===== src/rtl/ibex_fetch_queue.sv =====
// Decoupling queue between the fetch port and the IF/ID register, with an
// optional same-cycle fall-through, flush on redirect and a sequential-PC check.
module ibex_fetch_queue #(
  parameter int Depth       = 4,
  parameter bit FallThrough = 1'b1,
  parameter bit PCIncrCheck = 1'b0,
  parameter int CntW        = $clog2(Depth + 1)
) (
  input  logic            clk_i,
  input  logic            rst_ni,
  input  logic            flush_i,
  input  logic            in_valid_i,
  output logic            in_ready_o,
  input  logic [31:0]     in_rdata_i,
  input  logic [31:0]     in_addr_i,
  input  logic            in_err_i,
  input  logic            in_err_plus2_i,
  input  logic            in_bp_taken_i,
  output logic            out_valid_o,
  input  logic            out_ready_i,
  output logic [31:0]     out_rdata_o,
  output logic [31:0]     out_addr_o,
  output logic            out_err_o,
  output logic            out_err_plus2_o,
  output logic            out_bp_taken_o,
  output logic [CntW-1:0] occupancy_o,
  output logic            pc_mismatch_alert_o
);

  localparam int PtrW = $clog2(Depth);

  logic [31:0]     r_mem_rdata [Depth];
  logic [31:0]     r_mem_addr  [Depth];
  logic            r_mem_err   [Depth];
  logic            r_mem_plus2 [Depth];
  logic            r_mem_bp    [Depth];

  logic [PtrW-1:0] r_wptr;
  logic [PtrW-1:0] r_rptr;
  logic [CntW-1:0] r_count;

  logic            w_empty;
  logic            w_use_in;
  logic            w_bypass;
  logic            w_push;
  logic            w_pop;

  assign w_empty  = (r_count == '0);
  assign w_use_in = FallThrough & w_empty;
  assign w_bypass = FallThrough & in_valid_i & out_ready_i & w_empty;

  // Ready depends only on stored state, so a full queue never pushes, even while popping.
  assign in_ready_o  = (r_count != CntW'(Depth));
  assign out_valid_o = ~flush_i & (~w_empty | (FallThrough & in_valid_i));
  assign occupancy_o = r_count;

  assign w_push = in_valid_i & in_ready_o & ~flush_i & ~w_bypass;
  assign w_pop  = out_valid_o & out_ready_i & ~flush_i & ~w_bypass;

  assign out_rdata_o     = w_use_in ? in_rdata_i     : r_mem_rdata[r_rptr];
  assign out_addr_o      = w_use_in ? in_addr_i      : r_mem_addr[r_rptr];
  assign out_err_o       = w_use_in ? in_err_i       : r_mem_err[r_rptr];
  assign out_err_plus2_o = w_use_in ? in_err_plus2_i : r_mem_plus2[r_rptr];
  assign out_bp_taken_o  = w_use_in ? in_bp_taken_i  : r_mem_bp[r_rptr];

  always_ff @(posedge clk_i) begin
    if (w_push) begin
      r_mem_rdata[r_wptr] <= in_rdata_i;
      r_mem_addr[r_wptr]  <= in_addr_i;
      r_mem_err[r_wptr]   <= in_err_i;
      r_mem_plus2[r_wptr] <= in_err_plus2_i;
      r_mem_bp[r_wptr]    <= in_bp_taken_i;
    end
  end

  // Depth need not be a power of two, so pointers wrap on an explicit compare.
  always_ff @(posedge clk_i or negedge rst_ni) begin
    if (!rst_ni) begin
      r_wptr  <= '0;
      r_rptr  <= '0;
      r_count <= '0;
    end else if (flush_i) begin
      r_wptr  <= '0;
      r_rptr  <= '0;
      r_count <= '0;
    end else begin
      if (w_push) begin
        r_wptr <= (r_wptr == PtrW'(Depth - 1)) ? '0 : r_wptr + PtrW'(1);
      end
      if (w_pop) begin
        r_rptr <= (r_rptr == PtrW'(Depth - 1)) ? '0 : r_rptr + PtrW'(1);
      end
      r_count <= r_count + CntW'(w_push) - CntW'(w_pop);
    end
  end

  if (PCIncrCheck) begin : g_pc_chk
    logic        r_trk_vld;
    logic        r_alert;
    logic        r_seq_ok;
    logic [2:0]  r_last_inc;
    logic [31:0] r_last_addr;
    logic        w_accept;
    logic [31:0] w_exp_addr;

    assign w_accept   = (w_pop | w_bypass) & ~flush_i;
    assign w_exp_addr = r_last_addr + {29'b0, r_last_inc};

    always_ff @(posedge clk_i or negedge rst_ni) begin
      if (!rst_ni) begin
        r_trk_vld <= 1'b0;
        r_alert   <= 1'b0;
      end else begin
        r_alert <= w_accept & r_trk_vld & r_seq_ok & (out_addr_o != w_exp_addr);
        if (flush_i) begin
          r_trk_vld <= 1'b0;
        end else if (w_accept) begin
          r_trk_vld <= 1'b1;
        end
      end
    end

    // Compressed words advance by 2; an errored fetch is treated as a full word.
    always_ff @(posedge clk_i) begin
      if (w_accept) begin
        r_last_addr <= out_addr_o;
        r_last_inc  <= ((out_rdata_o[1:0] != 2'b11) && !out_err_o) ? 3'd2 : 3'd4;
        r_seq_ok    <= ~out_bp_taken_o;
      end
    end

    assign pc_mismatch_alert_o = r_alert;
  end else begin : g_no_pc_chk
    assign pc_mismatch_alert_o = 1'b0;
  end

endmodule

===== config.mk =====
export PLATFORM = sky130hd
export DESIGN_NAME = ibex_fetch_queue
export DESIGN_NICKNAME = d
export VERILOG_FILES = /design/src/rtl/ibex_fetch_queue.sv
export SDC_FILE = /design/constraint.sdc
export NUM_CORES = 1
export LEC_CHECK = 0
export ABC_AREA = 1
export BUFFER_PORTS_ARGS = -buffer_cell sky130_fd_sc_hd__buf_4
export CELL_PAD_IN_SITES_DETAIL_PLACEMENT = 2
export CELL_PAD_IN_SITES_GLOBAL_PLACEMENT = 2
export CORE_MARGIN = 3
export CORE_UTILIZATION = 34
export DETAILED_ROUTE_END_ITERATION = 12
export PLACE_DENSITY = 0.75
export SYNTH_ARGS = -nofsm -noshare
export SYNTH_HDL_FRONTEND = slang
export SYNTH_SLANG_ARGS = --single-unit

===== constraint.sdc =====
create_clock -name clk_i -period 3.9 [get_ports clk_i]
set_clock_uncertainty 0.1 [all_clocks]
set_input_delay 0.975 -clock clk_i [delete_from_list [all_inputs] [get_ports clk_i]]
set_output_delay 0.975 -clock clk_i [all_outputs]
set_load 0.01 [all_outputs]

Yosys cells after proc, flatten, opt, wreduce, memory -nomap -nowiden:

Memory sizes are Yosys's and may differ from the RTL's.
Index checks and enable logic that the tools add are counted.

* $add $sub $neg: 4
* eq/ne operators: 3
* mux-type cells: 14
* bitwise gates (word level): 13
* reduce and logical (&&, ||, !) cells: 3

Operators by type and width (count)
* 2-to-1 mux 32 bit: 2
* 2-to-1 mux 2 bit: 6
* bitwise AND 1 bit: 9
* 2-to-1 mux 1 bit: 5
* adder 2 x 1 -> 2 bit, second input constant: 2
* equality test 2 bit, second input constant: 2
* nonzero test 2 bit: 2
* adder 3 x 1 -> 3 bit: 1
* zero test 3 bit: 1
* 2-to-1 mux 3 bit: 1
* inequality test 3 bit, second input constant: 1
* NOT 1 bit: 3
* subtractor 3 x 1 -> 3 bit: 1
* bitwise OR 1 bit: 1

* flip-flop bits (word level): 7
* RAM bits: 268
* bits of input ports: 72
* output and inout port bits: 73
* word-level logic and storage cells: 45
* memories kept: 5

Memories
* r_mem_addr: depth 4, width 32, read ports 1, clocked after memory_dff 0, write ports 1, RTL line 33 `logic [31:0] r_mem_addr [Depth];`
* r_mem_rdata: depth 4, width 32, read ports 1, clocked after memory_dff 0, write ports 1, RTL line 32 `logic [31:0] r_mem_rdata [Depth];`
* r_mem_bp: depth 4, width 1, read ports 1, clocked after memory_dff 0, write ports 1, RTL line 36 `logic r_mem_bp [Depth];`
* r_mem_err: depth 4, width 1, read ports 1, clocked after memory_dff 0, write ports 1, RTL line 34 `logic r_mem_err [Depth];`
* r_mem_plus2: depth 4, width 1, read ports 1, clocked after memory_dff 0, write ports 1, RTL line 35 `logic r_mem_plus2 [Depth];`

Longest topological paths before layout:

Gate-level depths: netlist (run 1).

* word-level depth: 9
* depth in mapped cells: 12
* depth with buffers taken out: 12

Least setup slack after synthesis (run 1):

OpenSTA, ideal clock, no wires.

* kind: input to register
* start: input port flush_i
* end: memory r_mem_addr[0][0] (enable)
* setup time: 0.493 ns
* arrival time: 4.225 ns
* data required time: 3.307 ns
* setup slack: -0.918 ns
* stages on the path: 5
* path buffers: 0
* cells stage by stage: inv_2 nand2_1 inv_1 nand3_1 nor2_1

* cells in the longest elaborated chain, start to end: 5

Ends and longest elaborated chain
* from (decl): RTL line 11 `input logic flush_i,`
* NOT 1 bit: RTL line 57 `assign w_push = in_valid_i & in_ready_o & ~flush_i & ~w_bypass;`
* bitwise AND 1 bit (2 in series): RTL line 57
* 2-to-1 mux 1 bit: RTL line 67 `if (w_push) begin`
* 2-to-1 mux 1 bit (not written as such): RTL line 69 `r_mem_addr[r_wptr] <= in_addr_i;`
* to (decl): RTL line 33

No other way between the ends.

Final worst setup path (run 1):

* start: register r_count[1], in the netlist occupancy_o[1]
* end: output port out_rdata_o[0]

* cells in the longest elaborated chain, start to end: 2

Ends and longest elaborated chain
* from (decl): RTL line 40 `logic [CntW-1:0] r_count;`
* from (signal assigned): RTL line 93 `r_count <= r_count + CntW'(w_push) - CntW'(w_pop);`
* zero test 3 bit: RTL line 48 `assign w_empty = (r_count == '0);`
* 2-to-1 mux 32 bit: RTL line 60 `assign out_rdata_o = w_use_in ? in_rdata_i : r_mem_rdata[r_rptr];`
* to (decl): RTL line 21 `output logic [31:0] out_rdata_o,`

No other way between the ends.

==> results of run 1 <==
## cell usage after synthesis (all sizes together)
| library cell | number | area [um2] |
|---|---|---|
| ha | 7 | 87.6 |
| clkbuf | 9 | 36.3 |
| buf | 51 | 374 |
| inv | 84 | 315 |
| edfxtp | 268 | 8050 |
| fa | 1 | 20.0 |
| xor2 | 1 | 8.76 |
| a21oi | 1 | 5.00 |
| nand2 | 414 | 1560 |
| o21ai | 68 | 340 |
| dfrtp | 7 | 175 |
| conb | 1 | 3.75 |
| nor2 | 279 | 1050 |
| nand4 | 2 | 12.5 |
| nand3 | 8 | 40.0 |
## per-stage QoR
stage | instances | hold slack (ns) | instance area (um2) | setup WS (ns) | TNS [ns]
CTS | 1812 | 0.121 | 14700 | 0.331 | 0
global route | 1813 | 0.118 | 14700 | 0.199 | 0
global placement | 1757 | 0.495 | 13600 | 0.919 | 0
finish | 1813 | 0.150 | 14700 | 0.416 | 0
detailed placement | 1757 | 0.495 | 13600 | 0.859 | 0
floorplan | 1201 | 0.420 | 12100 | -0.918 | -246.03
## final cells by class
type	instances	area [um2]
Inverter	84	315
Sequential cell	275	8230
Antenna cell	1	2.50
Tap cell	455	569
Clock inverter	18	258
Multi-Input combinational cell	782	3160
Clock buffer	37	828
Timing Repair Buffer	161	1320
Fill cell	3731	20100
## placed cells by master, fill, tap and decap left out, types with 2 or more instances in the layout
| master | instances |
|---|---|
| buf_12 | 9 |
| buf_4 | 152 |
| bufinv_16 | 7 |
| clkbuf_1 | 3 |
| clkbuf_16 | 31 |
| clkbuf_8 | 3 |
| clkinv_1 | 6 |
| clkinv_2 | 5 |
| dfrtp_1 | 5 |
| edfxtp_1 | 268 |
| ha_1 | 7 |
| inv_1 | 80 |
| inv_2 | 4 |
| nand2_1 | 413 |
| nand3_1 | 8 |
| nand4_1 | 2 |
| nor2_1 | 274 |
| nor2_4 | 5 |
| o21ai_0 | 34 |
| o21ai_1 | 34 |
## final timing paths
| check | startpoint | endpoint | slack (ns) |
|---|---|---|---|
| min reg2reg | r_wptr[1]$_DFFE_PN0P_ | r_wptr[1]$_DFFE_PN0P_ | 0.50 |
| max | occupancy_o[1]$_DFF_PN0_ | out_rdata_o[0] | 0.42 |
| max reg2reg | occupancy_o[1]$_DFF_PN0_ | occupancy_o[2]$_DFF_PN0_ | 1.34 |
| max in group asynchronous | rst_ni | r_rptr[0]$_DFFE_PN0P_ | 3.40 |
| min | rst_ni | occupancy_o[1]$_DFF_PN0_ | 0.15 |
| min in group clk_i | r_wptr[1]$_DFFE_PN0P_ | r_wptr[1]$_DFFE_PN0P_ | 0.50 |
## power by group
group          switching (W)  total [W]  internal [W]
Clock                0.00115    0.00311       0.00195
Sequential          0.000116    0.00353       0.00341
Combinational        0.00247    0.00391       0.00144
## flip-flops by register name (all words and copies together), names as in the netlist
name         flops
occupancy_o      3
r_mem_addr     128
r_mem_bp         4
r_mem_err        4
r_mem_plus2      4
r_mem_rdata    128
r_rptr           2
r_wptr           2
## logic make-up after synthesis
group                    share of synthesized area, %
AND/OR/NAND/NOR                                  22.1
adder cells (fa/ha/maj)                         0.891
AO/OA/AOI/OAI                                    2.86
flip-flops                                       68.1
XOR/XNOR                                       0.0725
other                                          0.0310
buffers and inverters                            6.01
## metal layers
layer | vias up | routed length (um)
li1 | 4112 | -
met1 | 4354 | 14900
met2 | 133 | 18200
met3 | 46 | 1080
met4 | 0 | 688
met5 | - | 0
==> qor.txt, run 1 <==
mean area per synthesized cell: 10.1 um2
Ports: 145
Syn Inst Count: 1201
arrival time at the worst endpoint: 2.41 ns
postcts setup bufs: 0
Antenna Nets Post-Route: 0
FMAX: 287 MHz
# setup viols final: 0
first-pass GRT wire length: 54.4 mm
fraction of layout cells with a size suffix above 1: 16.1%
# Max-Cap Violations: 0
maximum vdd drop: 0.000366 V
Starting DRT DRC Count: 361
Worst Reg2Reg Path Length in Cells: 12
# port buffers: 143
Post-Syn Nets: 1281
drt first pass iters: 4
leakage: 6.01 nW
pwr dens: 718 nW/um2
fin crit share: 89.3%
GR Util met1: 22.0%
H-tree depth: 1
CP cell instances: nor2_4 -> nand2_4 -> inv_2 -> buf_12 -> nand2_1 -> nand2_1 -> buf_4
CP most frequent cell: nand2_1
Crit path max-delay family: simple AND/OR/NAND/NOR gates
via count: 8645
gr usage total: 18.1%
Hold-fix buffers, CTS: 0
area of the core: 34800 um2
CTS Buf Count: 30
Final min period: 3.48 ns
Hold Path Class: input port to async pin
final WL: 34.8 mm
crit path kind: register to primary output
Synth Warn #: 0
Max transition margin: 38.9%
sequential fraction of the synthesis area: 68.1%
initial antenna violation count: 1
Skew-Pair Late Insertion Delay: 0.54 ns
Worst-Margin Slew: 0.916 ns
Starting Density: 34.7%
global route hottest layer: met2
RD Place Congestion: 0.724
CP startpoint kind: register
fin util: 42.2%
largest net degree at the start of global routing: 82
GR Util met2: 33.9%
Hold Fails Final Rpt: 0
die area: 37800 um2
HPWL Detailed: 20.7 mm
crit path max fanout: 68
Crit. path cell count: 7
Netlist cell types: 23
Die X: 194 um
Slowest cell on crit path: dfrtp_1
worst path buffer plus inverter count: 3
gr ovfl total: 0
vias in the first global route: 9847
CP required: 2.82 ns
Critical Path Max Stage Delay: 0.46 ns
met3 usage: 2.29%
overall power: 0.0105 W
CTS tree: done
status: finished, final reports clean
CP endpoint kind: primary output
Die H: 194 um
clk root buf: clkbuf_16
Routed wire per std cell: 19.2 um
Reg clk slew, reported paths: 0.06 ns
fin nets: 1414
max-slew violations: 0
post-synthesis register bit count: 275
post_cts resized: 0
# rows: 68
Area Growth Syn to Fin: 21.6%
area of the mapped netlist: 12100 um2
Sink Count: 275
Clock Path Buffers: 3
Vias/cell: 4.77
RSZ-0062 raised after global routing: false
Remaining DRCs: 0
(Power assumes the default switching activity.)
==> inputs of run 2 (changes only) <==
--- a/config.mk
+++ b/config.mk
@@ -12,7 +12,7 @@
 export CORE_MARGIN = 3
 export CORE_UTILIZATION = 34
 export DETAILED_ROUTE_END_ITERATION = 12
-export PLACE_DENSITY = 0.75
+export PLACE_DENSITY_LB_ADDON = 0.25
 export SYNTH_ARGS = -nofsm -noshare
 export SYNTH_HDL_FRONTEND = slang
 export SYNTH_SLANG_ARGS = --single-unit
==> qor.txt, run 2 (synthesized netlist as in run 1, its figures left out) <==
H-tree depth: 1 (unchanged)
fin crit share: 92.3% (was 89.3%)
register share of total power: 34.7% (was 33.5%)
WHS: 0.138 ns (was 0.150 ns)
most frequent cells in the layout: 413 x nand2_1, 274 x nor2_1, 268 x edfxtp_1, 151 x buf_4, 80 x inv_1 (was 413 x nand2_1, 274 x nor2_1, 268 x edfxtp_1, 152 x buf_4, 80 x inv_1)
design area: 14500 um2 (was 14700 um2)
first-pass GRT wire length: 53.6 mm (was 54.4 mm)
Starting Density: 34.7% (unchanged)
largest net degree at the start of global routing: 205 (was 82)
Starting DRT DRC Count: 377 (was 361)
status: finished, final reports clean (unchanged)
Reg clk slew, reported paths: 0.06 ns (about the same)
Max transition margin: 29.8% (was 38.9%)
most common cell after layout, fill and taps aside: nand2_1 (unchanged)
postcts setup bufs: 0 (unchanged)
footprint of the multi-input gates: 3160 um2 (unchanged)
Hold Fails Final Rpt: 0 (unchanged)
crit path max fanout: 204 (was 68)
gr usage total: 17.7% (was 18.1%)
drt first pass iters: 4 (unchanged)
HPWL Detailed: 20.0 mm (was 20.7 mm)
Vias/cell: 4.78 (was 4.77)
Area Growth Syn to Fin: 19.8% (was 21.6%)
die area: 37800 um2 (unchanged)
sw frac: 36.7% (was 35.5%)
RD Place Congestion: 0.742 (was 0.724)
post_cts resized: 0 (unchanged)
# setup viols final: 0 (unchanged)
CTS tree: done (unchanged)
Hold Path Class: input port to async pin (unchanged)
vias in the first global route: 9690 (was 9847)
Skew-Pair Late Insertion Delay: 0.54 ns (about the same)
# fillers: 3739 (was 3731)
Die H: 194 um (unchanged)
# port buffers: 143 (unchanged)
FMAX: 278 MHz (was 287 MHz)
number of inserted diodes: 0 (was 1)
Slowest cell on crit path: buf_12 (was dfrtp_1)
RSZ-0062 raised after global routing: false (unchanged)
Antenna Nets Post-Route: 0 (unchanged)
pwr dens: 693 nW/um2 (was 718 nW/um2)
Ports: 145 (unchanged)
max-slew violations: 0 (unchanged)
Routed wire per std cell: 18.8 um (was 19.2 um)
Clock Path Buffers: 3 (unchanged)
switching pwr: 0.00369 W (was 0.00374 W)
Setup TNS: 0 ns (unchanged)
overall power: 0.0100 W (was 0.0105 W)
Clk pwr share: 25.9% (was 29.5%)
arrival time at the worst endpoint: 2.52 ns (was 2.41 ns)
fraction of layout cells with a size suffix above 1: 15.5% (was 16.1%)
gr ovfl total: 0 (unchanged)
final WL: 34.0 mm (was 34.8 mm)
placed instance area: 13600 um2 (about the same)
Final min period: 3.60 ns (was 3.48 ns)
CP startpoint kind: register (unchanged)
Int Power: 0.00634 W (was 0.00681 W)
CP most frequent cell: nand2_1 (unchanged)
via count: 8643 (was 8645)
maximum vdd drop: 0.000390 V (was 0.000366 V)
leakage: 5.90 nW (was 6.01 nW)
Die X: 194 um (unchanged)
initial antenna violation count: 1 (unchanged)
FF+latch area: 8230 um2 (unchanged)
CTS Buf Count: 31 (was 30)
crit path kind: register to primary output (unchanged)
CP endpoint kind: primary output (unchanged)
Finished Layout Cells: 1808 (was 1813)
# rows: 68 (unchanged)
# Max-Cap Violations: 0 (unchanged)
Inst Count DP: 1755 (was 1757)
Gate power share: 39.4% (was 37.1%)
Worst-Margin Slew: 1.05 ns (was 0.916 ns)
Sink Count: 275 (unchanged)
Remaining DRCs: 0 (unchanged)
area of the core: 34800 um2 (unchanged)
Hold-fix buffers, CTS: 0 (unchanged)
Largest regs: r_mem_addr: 128 flops, r_mem_rdata: 128 flops (unchanged)
clk root buf: clkbuf_16 (unchanged)
fin nets: 1413 (was 1414)
Critical Path Max Stage Delay: 0.54 ns (was 0.46 ns)
CP required: 2.82 ns (about the same)
CP cell instances: buf_12 -> nor2_1 -> nor2_1 -> o21ai_0 -> nand2_1 -> nand2_1 -> nand2_1 -> buf_4 (was nor2_4 -> nand2_4 -> inv_2 -> buf_12 -> nand2_1 -> nand2_1 -> buf_4)
-- run 2: cell type report --
cell class	count	share of cell area (%)
Sequential cell	275	56.9
Inverter	84	2.18
Clock buffer	37	5.52
Timing Repair Buffer	159	8.94
Multi-Input combinational cell	782	21.9
Tap cell	455	3.94
Clock inverter	16	0.657
-- run 2: critical path, delay by kind of cell (launching register included) --
kind	cells	cell delay [ns]
AO/OA/AOI/OAI	1	0.10
buffers and inverters	2	0.65
flip-flops	1	0.44
AND/OR/NAND/NOR	5	0.49
-- run 2: power groups by stage --
stage	combinational, W	sequential (W)	clock, W
floorplan	0.00234	0.00354	0
global placement	0.00393	0.00353	0
detailed placement	0.00407	0.00354	0
CTS	0.00410	0.00348	0.00267
global route	0.00448	0.00349	0.00279
finish	0.00395	0.00348	0.00260
-- run 2: through the flow --
stage | setup slack (ns) | util [%]
after floorplan | -0.918 | -
after global placement | 0.919 | 39.0
after detailed placement | 0.837 | 39.0
after CTS | 0.279 | 41.6
after global routing | 0.107 | 41.6
final | 0.301 | 41.6
-- run 2: final timing paths --
| check | from | to | slack [ns] | cells after the start |
|---|---|---|---|---|
| worst min-delay path | rst_ni | occupancy_o[2]$_DFF_PN0_ | 0.14 | 1 |
| min in group clk_i | flush_i | occupancy_o[0]$_DFF_PN0_ | 0.51 | 2 |
| max in group asynchronous | rst_ni | r_rptr[0]$_DFFE_PN0P_ | 3.42 | 1 |
| worst max register to register | occupancy_o[1]$_DFF_PN0_ | occupancy_o[2]$_DFF_PN0_ | 1.08 | 13 |
| worst max-delay path | r_rptr[0]$_DFFE_PN0P_ | out_rdata_o[6] | 0.30 | 8 |
| worst min register to register | r_wptr[1]$_DFFE_PN0P_ | r_wptr[1]$_DFFE_PN0P_ | 0.51 | 2 |
-- run 2: metal layers --
layer / part of all wire [%] / GRT usage, % / vias to the layer above / wire length [um]
li1: - / - / 4111 / -
met1: 45 / 22.8 / 4378 / 15200
met2: 51 / 32.2 / 120 / 17300
met3: 3.3 / 2.44 / 32 / 1110
met4: 1.2 / 3.01 / 2 / 422
met5: 0.059 / 0 / - / 20
==> inputs of run 3 (changes only) <==
--- a/config.mk
+++ b/config.mk
@@ -11,6 +11,7 @@
 export CELL_PAD_IN_SITES_GLOBAL_PLACEMENT = 2
 export CORE_MARGIN = 3
 export CORE_UTILIZATION = 34
+export CTS_BUF_LIST = sky130_fd_sc_hd__clkbuf_8 sky130_fd_sc_hd__clkbuf_16
 export DETAILED_ROUTE_END_ITERATION = 12
 export PLACE_DENSITY_LB_ADDON = 0.25
 export SYNTH_ARGS = -nofsm -noshare
==> qor.txt, run 3 (synthesized netlist as in run 1, its figures left out) <==
postcts setup bufs: 0 (unchanged)
die area: 37800 um2 (unchanged)
reg2reg setup slack: 1.07 ns (was 1.08 ns)
pwr dens: 692 nW/um2 (was 693 nW/um2)
number of inserted diodes: 0 (unchanged)
Setup TNS: 0 ns (unchanged)
leakage: 5.93 nW (was 5.90 nW)
first-pass GRT wire length: 53.6 mm (about the same)
Die X: 194 um (unchanged)
Remaining DRCs: 0 (unchanged)
global route hottest layer: met2 (unchanged)
crit path max fanout: 204 (unchanged)
vias in the first global route: 9689 (was 9690)
arrival time at the worst endpoint: 2.53 ns (was 2.52 ns)
max-slew violations: 0 (unchanged)
Worst-Margin Slew: 1.06 ns (was 1.05 ns)
fraction of layout cells with a size suffix above 1: 15.5% (unchanged)
CTS Buf Count: 31 (unchanged)
Critical R2R Capture: occupancy_o[2]$_DFF_PN0_ (unchanged)
GR Util met1: 22.8% (about the same)
drt first pass iters: 5 (was 4)
Clock Path Buffers: 3 (unchanged)
Reg clk slew, reported paths: 0.06 ns (about the same)
Inst Count DP: 1755 (unchanged)
WHS: 0.138 ns (about the same)
gr usage total: 17.7% (about the same)
Area Growth Syn to Fin: 19.8% (unchanged)
most common cell after layout, fill and taps aside: nand2_1 (unchanged)
CP endpoint kind: primary output (unchanged)
clk root buf: clkbuf_16 (unchanged)
Hold Path Class: input port to async pin (unchanged)
Routed wire per std cell: 18.8 um (about the same)
met3 usage: 2.44% (unchanged)
Hold-fix buffers, CTS: 0 (unchanged)
RSZ-0062 raised after global routing: false (unchanged)
initial antenna violation count: 1 (unchanged)
CP required: 2.82 ns (about the same)
# rows: 68 (unchanged)
CP most frequent cell: nand2_1 (unchanged)
largest net degree at the start of global routing: 205 (unchanged)
HPWL Detailed: 20.0 mm (unchanged)
Die H: 194 um (unchanged)
Worst Reg2Reg Path Length in Cells: 13 (unchanged)
Critical Path Max Stage Delay: 0.53 ns (was 0.54 ns)
crit path kind: register to primary output (unchanged)
# setup viols final: 0 (unchanged)
fin crit share: 92.5% (was 92.3%)
maximum vdd drop: 0.000391 V (was 0.000390 V)
Sink Count: 275 (unchanged)
fin nets: 1413 (unchanged)
Reg-to-Reg Start: occupancy_o[1]$_DFF_PN0_ (unchanged)
Vias/cell: 4.78 (about the same)
Ports: 145 (unchanged)
area of the core: 34800 um2 (unchanged)
Starting DRT DRC Count: 389 (was 377)
final WL: 34.0 mm (about the same)
Slowest cell on crit path: buf_12 (unchanged)
FMAX: 277 MHz (was 278 MHz)
post_cts resized: 0 (unchanged)
via count: 8638 (was 8643)
# Max-Cap Violations: 0 (unchanged)
most frequent cells in the layout: 413 x nand2_1, 274 x nor2_1, 268 x edfxtp_1, 151 x buf_4, 86 x inv_1 (was 413 x nand2_1, 274 x nor2_1, 268 x edfxtp_1, 151 x buf_4, 80 x inv_1)
status: finished, final reports clean (unchanged)
gr ovfl total: 0 (unchanged)
CTS tree: done (unchanged)
Largest regs: r_mem_addr: 128 flops, r_mem_rdata: 128 flops (unchanged)
Finished Layout Cells: 1808 (unchanged)
Starting Density: 34.7% (unchanged)
CP startpoint kind: register (unchanged)
H-tree depth: 1 (unchanged)
Max transition margin: 29.2% (was 29.8%)
Skew-Pair Late Insertion Delay: 0.54 ns (about the same)
Antenna Nets Post-Route: 0 (unchanged)
RD Place Congestion: 0.742 (unchanged)
CP cell instances: buf_12 -> nor2_1 -> nor2_1 -> o21ai_0 -> nand2_1 -> nand2_1 -> nand2_1 -> buf_4 (unchanged)
fin util: 41.6% (unchanged)
GR Util met2: 32.2% (unchanged)
# port buffers: 143 (unchanged)
Final min period: 3.61 ns (was 3.60 ns)
Hold Fails Final Rpt: 0 (unchanged)
-- run 3: area by class of cell --
type                       instances  area, um2
fill                            3739      20300
tap                              455        569
clock buffer                      31        776
multi-input combinational        782       3160
sequential                       275       8230
inverter                          84        315
clock inverter                    22        118
timing repair buffer             159       1290
-- run 3: worst max path at each step --
stage,from,end
floorplan,flush_i,r_mem_addr[0][0]$_DFFE_PP_
global placement,flush_i,occupancy_o[2]$_DFF_PN0_
detailed placement,flush_i,occupancy_o[2]$_DFF_PN0_
CTS,r_rptr[0]$_DFFE_PN0P_,out_addr_o[27]
global route,r_rptr[0]$_DFFE_PN0P_,out_rdata_o[24]
finish,r_rptr[0]$_DFFE_PN0P_,out_rdata_o[6]
-- run 3: routing by layer --
metal / wire [um] / vias up
met4: 434 / 2
li1: - / 4112
met5: 20 / -
met1: 15100 / 4369
met2: 17300 / 122
met3: 1110 / 33
-- run 3: worst max-delay path, delay by kind of cell, from the launching register on --
kind / cells / cell delay (ns)
buffers and inverters: 2 / 0.64
AND/OR/NAND/NOR: 5 / 0.49
flip-flops: 1 / 0.44
AO/OA/AOI/OAI: 1 / 0.10
-- run 3: stage by stage --
stage	total power [W]	setup slack [ns]	cell area (um2)
2_1_floorplan	0.00588	-0.918	12100
3_3_place_gp	0.00746	0.919	13600
3_5_place_dp	0.00761	0.837	13600
4_1_cts	0.0102	0.279	14500
5_1_grt	0.0107	0.107	14500
6_report	0.0100	0.294	14500
-- run 3: power breakdown --
group	internal [W]	switching, W	leakage, nW
logic	0.00143	0.00252	2.94
clock network	0.00148	0.00110	0.468
registers	0.00342	0.0000637	2.52
total	0.00633	0.00369	5.93
